File: src/rtl/ppu_update_sched.sv
// ppu_update_sched: arbitrates two update requesters into a FIFO and streams entries or board clears to the PPU during vblank
module ppu_update_sched #(
    parameter int FIFO_DEPTH = 4
) (
    input  logic        vga_clk,
    input  logic        rst_n,
    input  logic        vblank,
    input  logic        a_valid,
    input  logic [16:0] a_data,
    output logic        a_ready,
    input  logic        b_valid,
    input  logic [16:0] b_data,
    output logic        b_ready,
    input  logic        clr_req,
    input  logic        clr_board,
    output logic        clr_busy,
    output logic        receive,
    output logic        board,
    output logic [6:0]  square_update,
    output logic [1:0]  square_state,
    output logic [1:0]  ship_type,
    output logic [2:0]  ship_section,
    output logic        vert,
    output logic        square_sel,
    output logic [4:0]  fifo_level,
    output logic        drop_err
);
    localparam int AW = (FIFO_DEPTH > 1) ? $clog2(FIFO_DEPTH) : 1;
    localparam logic [4:0] DEPTH = 5'(FIFO_DEPTH);

    typedef enum logic [1:0] {IDLE, DRAIN, CLEAR} state_t;

    state_t        state, state_nx;
    logic [16:0]   mem [FIFO_DEPTH];
    logic [AW-1:0] rd_ptr, wr_ptr;
    logic [4:0]    level;
    logic          last_b, clr_b, recv_q, drop_q;
    logic [6:0]    cnt;
    logic [16:0]   out_q, win, out_nx;
    logic          idle, full, empty, acc, push, can_pop, pop, bypass, wr, clr_issue;

    assign idle      = state == IDLE;
    assign full      = level == DEPTH;
    assign empty     = level == 5'd0;
    assign a_ready   = idle && !full && a_valid && (!b_valid || last_b);
    assign b_ready   = idle && !full && b_valid && !a_ready;
    assign acc       = a_ready || b_ready;
    assign win       = a_ready ? a_data : b_data;
    assign push      = acc && win[15:9] < 7'd100;
    assign can_pop   = vblank && state != CLEAR;
    assign pop       = can_pop && !empty;
    // an empty FIFO hands the accepted word straight through so it reaches the PPU one cycle later
    assign bypass    = can_pop && empty && push;
    assign wr        = push && !bypass;
    assign clr_issue = state == CLEAR && vblank;
    assign clr_busy  = !idle;
    assign fifo_level = level;
    assign drop_err  = drop_q;
    assign receive   = recv_q;
    assign {board, square_update, square_state, ship_type, ship_section, vert, square_sel} = out_q;

    // next state and next PPU word
    always_comb begin
        state_nx = idle && clr_req ? DRAIN
                 : state == DRAIN && empty ? CLEAR
                 : clr_issue && cnt == 7'd99 ? IDLE
                 : state;
        out_nx = (pop || bypass) ? (empty ? win : mem[rd_ptr])
               : clr_issue ? {clr_b, cnt, 9'd0}
               : 17'd0;
    end

    // FIFO storage, no reset needed since pointers define validity
    always_ff @(posedge vga_clk) begin
        if (wr) mem[wr_ptr] <= win;
    end

    // control state, FIFO pointers, clear counter and registered PPU outputs
    always_ff @(posedge vga_clk or negedge rst_n) begin
        if (!rst_n) begin
            state  <= IDLE;
            rd_ptr <= '0;
            wr_ptr <= '0;
            level  <= 5'd0;
            last_b <= 1'b1;
            clr_b  <= 1'b0;
            cnt    <= 7'd0;
            recv_q <= 1'b0;
            drop_q <= 1'b0;
            out_q  <= 17'd0;
        end else begin
            state  <= state_nx;
            rd_ptr <= pop ? rd_ptr + 1'b1 : rd_ptr;
            wr_ptr <= wr ? wr_ptr + 1'b1 : wr_ptr;
            level  <= level + 5'(wr) - 5'(pop);
            last_b <= a_ready ? 1'b0 : b_ready ? 1'b1 : last_b;
            clr_b  <= idle && clr_req ? clr_board : clr_b;
            cnt    <= clr_issue ? (cnt == 7'd99 ? 7'd0 : cnt + 7'd1) : cnt;
            recv_q <= pop || bypass || clr_issue;
            drop_q <= acc && !push;
            out_q  <= out_nx;
        end
    end
endmodule

File: config.mk
export PLATFORM = sky130hd
export DESIGN_NAME = ppu_update_sched
export DESIGN_NICKNAME = d
export VERILOG_FILES = /design/src/rtl/ppu_update_sched.sv
export SDC_FILE = /design/constraint.sdc
export NUM_CORES = 1
export LEC_CHECK = 0
export BUFFER_PORTS_ARGS = -buffer_cell sky130_fd_sc_hd__buf_2
export CORE_MARGIN = 1.5
export CORE_UTILIZATION = 50
export DETAILED_ROUTE_END_ITERATION = 8
export GPL_ROUTABILITY_DRIVEN = 0
export PLACE_DENSITY = 0.71
export SYNTH_ARGS = -nofsm -noshare
export SYNTH_HDL_FRONTEND = slang
export SYNTH_SLANG_ARGS = --single-unit
export TNS_END_PERCENT = 20
File: constraint.sdc
create_clock -name vga_clk -period 4.3 [get_ports vga_clk]
set_input_delay 0.215 -clock vga_clk [delete_from_list [all_inputs] [get_ports vga_clk]]
set_output_delay 0.215 -clock vga_clk [all_outputs]
set_load 0.02 [all_outputs]
* Yosys cells after proc, flatten, opt, wreduce, memory -nomap -nowiden
Memory sizes are Yosys's and may differ from the RTL's.
Index checks and enable logic that the tools add are counted.
** Word-level totals
- Logic and storage cells :: 65
- Latch bits :: 0
- Output and inout bits :: 27
- RAM bits :: 68
- Memories :: 1
- Bits in registers :: 39
- Bits in read-only memories :: 0
** Cells by class
- Shifts and indexed selects :: 0
- Div/mod/pow operators :: 0
- Mux-type cells :: 12
- $lt $le $gt $ge :: 1
- Multiply operators :: 0
- Eq/ne operators :: 5
- Bitwise logic cells :: 0
- Reductions and logical operators :: 31
- Add/sub/neg operators :: 5
** Memories
- mem :: words 4, width 17, rd ports 1, clocked after Yosys merged registers in 0, write ports 1, line 34 : logic [16:0] mem [FIFO_DEPTH];
** Operator list (number)
- $mux 17 :: 4
- $logic_and 1x1->1 :: 16
- $add 7x1->7 const B :: 1
- $eq 7x7->1 const B :: 1
- $logic_not 1->1 :: 7
- $lt 7x7->1 const B :: 1
- $mux 7 :: 1
- $mux 2 :: 3
- $add 5x1->5 :: 1
- $eq 5x3->1 const B :: 1
- $logic_not 5->1 :: 1
- $sub 5x1->5 :: 1
- $add 2x1->2 const B :: 2
- $logic_or 1x1->1 :: 4
- $mux 1 :: 4
- $reduce_bool 3->1 :: 1
- $eq 2x1->1 const B :: 1
- $eq 2x2->1 const B :: 1
- $logic_not 2->1 :: 1
- $ne 2x2->1 const B :: 1
- $reduce_bool 2->1 :: 1

* Logic depth before layout (Yosys ltp)
- Depth after elaboration :: 14
- Gate-level depth with buffers :: 17

* Worst setup path before layout
OpenSTA, ideal clock, no wires.
- Kind :: register to register
- Start point :: reg level[3], in the netlist fifo_level[3]
- End point :: reg level[4], in the netlist fifo_level[4]
- Data arrival time :: 3.131 ns
- Library setup time :: 0.125 ns
- Setup slack :: 1.044 ns
- Data required time :: 4.175 ns
- Path buffers :: 0
- Cell stages (with the launch flop) :: 18
- Cell sequence :: dfrtp_1 > inv_1 > ha_1 > or4b_4 > o2111ai_4 > mux2i_1 > nor3_4 > inv_1 > ha_1 > inv_1 > ha_1 > inv_1 > fa_1 > inv_1 > a21oi_1 > nor2_1 > nor2_1 > xnor2_1
** Between the ends
- Longest elaborated chain between the ends :: 14
- Elaborated cells on any way between the ends :: 21
- Those cells by class :: add/sub: 2; order compare: 1; eq/ne: 1; mux: 1; reduce/logical: 16
** RTL lines
- start: declaration :: line 36 : logic [4:0] level;
- start signal: assignment :: line 95 : level <= level + 5'(wr) - 5'(pop);
- parallel branches: the longest is 13 deep, another holds $lt 7x7->1
- $sub 5x1->5 * :: line 95
Mark *: on every way between the ends.
A chain may end at the register's enable or synchronous reset.

* Final worst setup path
Same ends and word-level chain as after synthesis.

==> summary.txt <==
Run status
  • Status: finished with violations
  • Failing checks: hold timing

STA
  • TNS Setup: 0 ps
  • Unrepaired setup endpoints after global routing: false
  • Worst-Margin Slew: 937.7 ps
  • WHS: -19.06 ps
  • Worst setup margin: 986.8 ps
  • Clock skew: 10.82 ps
  • Final Hold Viols: 38
  • Final setup fails: 0
  • Max transition margin: 0.3749
  • Final Critical Period: 3313 ps
  • Max-slew violations: 0
  • Final worst-path cycle share: 0.7705
  • Max Freq: 0.3018 GHz

Power
  • Logic pwr share: 0.353
  • P_int: 2.217 mW
  • Seq pwr share: 0.446
  • Power Density: 621.9 mW/mm2
  • Clock power share: 0.202
  • VDD IR max: 0.2402 mV
  • Switching share of total power: 0.3390
  • Psw: 1.137 mW
  • Static Leakage: 2.215 nW

Setup path
  • Arr. time, crit path: 3570 ps
  • CP dominant cell by count: inv_1
  • Bufs and invs on worst path: 5
  • CP peak stage delay: 480 ps
  • Crit. End Element: flip-flop
  • Crit Path Category: flip-flop to flip-flop
  • Slowest-stage cell, CP: or4b_4
  • CP Launch Type: flip-flop
  • Delay-heaviest family, CP: adder cells
  • CP max FO: 7
  • Crit-path cells: inv_1 > ha_1 > or4b_4 > o2111ai_4 > mux2i_1 > nor3_4 > inv_1 > ha_1 > inv_1 > ha_1 > inv_1 > fa_1 > inv_1 > a21oi_1 > nor2_1 > nor2_1 > xnor2_1
  • Critical Path RT: 4560 ps

Synth
  • Avg Inst Size Synth: 15.73 um2
  • Ys flop type: edfxtp_1
  • Mapped cell area: 0.004688 mm2
  • Syn_nets: 351
  • Number of synthesized flops with an enable pin: 68
  • Asr flop ratio synth: 0.3645
  • Yosys warns: 0
  • Cells after synthesis: 298
  • #FFs+latches synth: 107
  • Synth unique cells: 44
  • Sequential share of the synthesized area: 0.6440

Global route
  • First-pass GRT wire length: 14750 um
  • Initial antenna violation count: 0
  • Vias in the first global route: 2863
  • Gr usage total: 0.2026
  • Pin count of the biggest net entering global routing: 40
  • Total global routing overflow: 0

Place
  • # port buffers: 67
  • Dpl ws: 1005 ps
  • Placed cell area: 0.005171 mm2
  • Detailed Place HPWL: 6160 um

Clock network
  • CTS tree: yes
  • Clock Latency Late Sink: 370 ps
  • TritonCTS buffer count: 9
  • Clock H-tree levels: 3
  • CTS Hold Bufs: 0
  • Post-CTS setup buffers: 0
  • # clock sinks: 107
  • # resized after CTS: 0
  • Worst-path clk slew: 100 ps
  • Clk Tree Root Cell: clkbuf_8
  • Clock buffer depth: 2

Floorplan
  • I/O pin cnt: 68
  • Die ar.: 0.009966 mm2
  • Rows: 35
  • Area of the core: 0.009153 mm2
  • Starting density of the core: 0.5122
  • Chip height: 99.83 um
  • Die Wd: 99.83 um

Min path
  • Worst hold path class: input pin to async pin

Flow run
  • Max-capacitance violation count: 0

Route
  • Vias post-DR: 2684
  • Vias/cell: 5.500
  • Total wire length: 9133 um
  • Starting DRT DRC Count: 111
  • Drt wl/cell: 18.72 um
  • Drt pass-1 iters: 4
  • Routed Antenna Nets: 0
  • Remaining DRCs: 0

Finish
  • Final #Nets: 425
  • Leading cell type in the layout, fill and taps excluded: edfxtp_1
  • Final instance area: 0.005394 mm2
  • Area grow syn2layout: 15.05%
  • Fraction of layout cells with a size suffix above 1: 0.3767
  • Antenna fix cells: 0
  • Most frequent cells in the layout: edfxtp_1 (68), buf_2 (67), dfrtp_1 (38)
Yosys cell counts (all sizes together), types with 3 or more instances:
cell    count  area share
a21boi      9       0.014
a21o        3      0.0048
a21oi       6      0.0064
a22o        8       0.015
and2        5      0.0067
buf         5      0.0061
clkbuf      8      0.0064
dfrtp      38        0.20
edfxtp     68        0.44
ha         11       0.029
inv        15       0.012
mux2       27       0.066
mux4       17       0.082
nand2      19       0.015
nand3      12       0.013
nor2        6      0.0048
nor3        5      0.0077
o21ai       4      0.0051
xnor2       7       0.013
xor2        3      0.0056
state kept, by name (all words and copies together) (netlist names):
name,flops
clr_b,1
rd_ptr,2
receive,1
mem,68
fifo_level,5
drop_err,1
state,2
cnt,7
out_q,17
last_b,1
wr_ptr,2
per-layer routing:
layer / global-route usage / share of wire
met1: 0.2623 / 0.43
met2: 0.3407 / 0.52
met3: 0.04318 / 0.038
met4: 0.07367 / 0.0092
met5: 0 / 0
power groups by stage:
| stage | clock (mW) | sequential [mW] | combinational (mW) |
|---|---|---|---|
| finish | 0.677 | 1.49 | 1.18 |
| global route | 0.736 | 1.53 | 1.30 |
| CTS | 0.692 | 1.50 | 1.20 |
| detailed placement | 0 | 1.52 | 1.19 |
| global placement | 0 | 1.51 | 1.17 |
| floorplan | 0 | 1.57 | 0.776 |
final timing paths:
path	startpoint	to	slack, ps	cells after the start
min in group vga_clk	clr_board	clr_b	70	2
max reg2reg	fifo_level[3]	fifo_level[4]	990	17
max in group asynchronous	rst_n	fifo_level[2]	3740	1
min reg2reg	clr_b	out_q[16]	530	1
min	rst_n	out_q[8]	-20	1
max	fifo_level[3]	fifo_level[4]	990	17
stage by stage:
stage / power [mW] / util / hold slack (ps) / std cells
finish: 3.355 / 0.5893 / -19.06 / 488
floorplan: 2.346 / - / -80.59 / 298
CTS: 3.390 / 0.5893 / 5.730 / 488
global placement: 2.684 / 0.5650 / 423.5 / 472
detailed placement: 2.711 / 0.5650 / 419.4 / 472
global route: 3.559 / 0.5893 / 49.34 / 488
cell type report:
type / count / area, um2
fill: 707 / 3759
multi-input combinational: 163 / 1554
inverter: 15 / 56.30
clock inverter: 7 / 98.84
sequential: 107 / 3019
tap: 111 / 138.9
clock buffer: 9 / 123.9
timing repair buffer: 76 / 402.9
logic make-up after synthesis:
group | share of synthesized area
XOR/XNOR | 0.01868
flip-flops | 0.6440
AO/OA/AOI/OAI | 0.06352
AND/OR/NAND/NOR | 0.06406
multiplexers | 0.1516
buffers and inverters | 0.02455
adder cells (fa/ha/maj) | 0.03363
No activity file was read; power rests on OpenSTA's default activity.
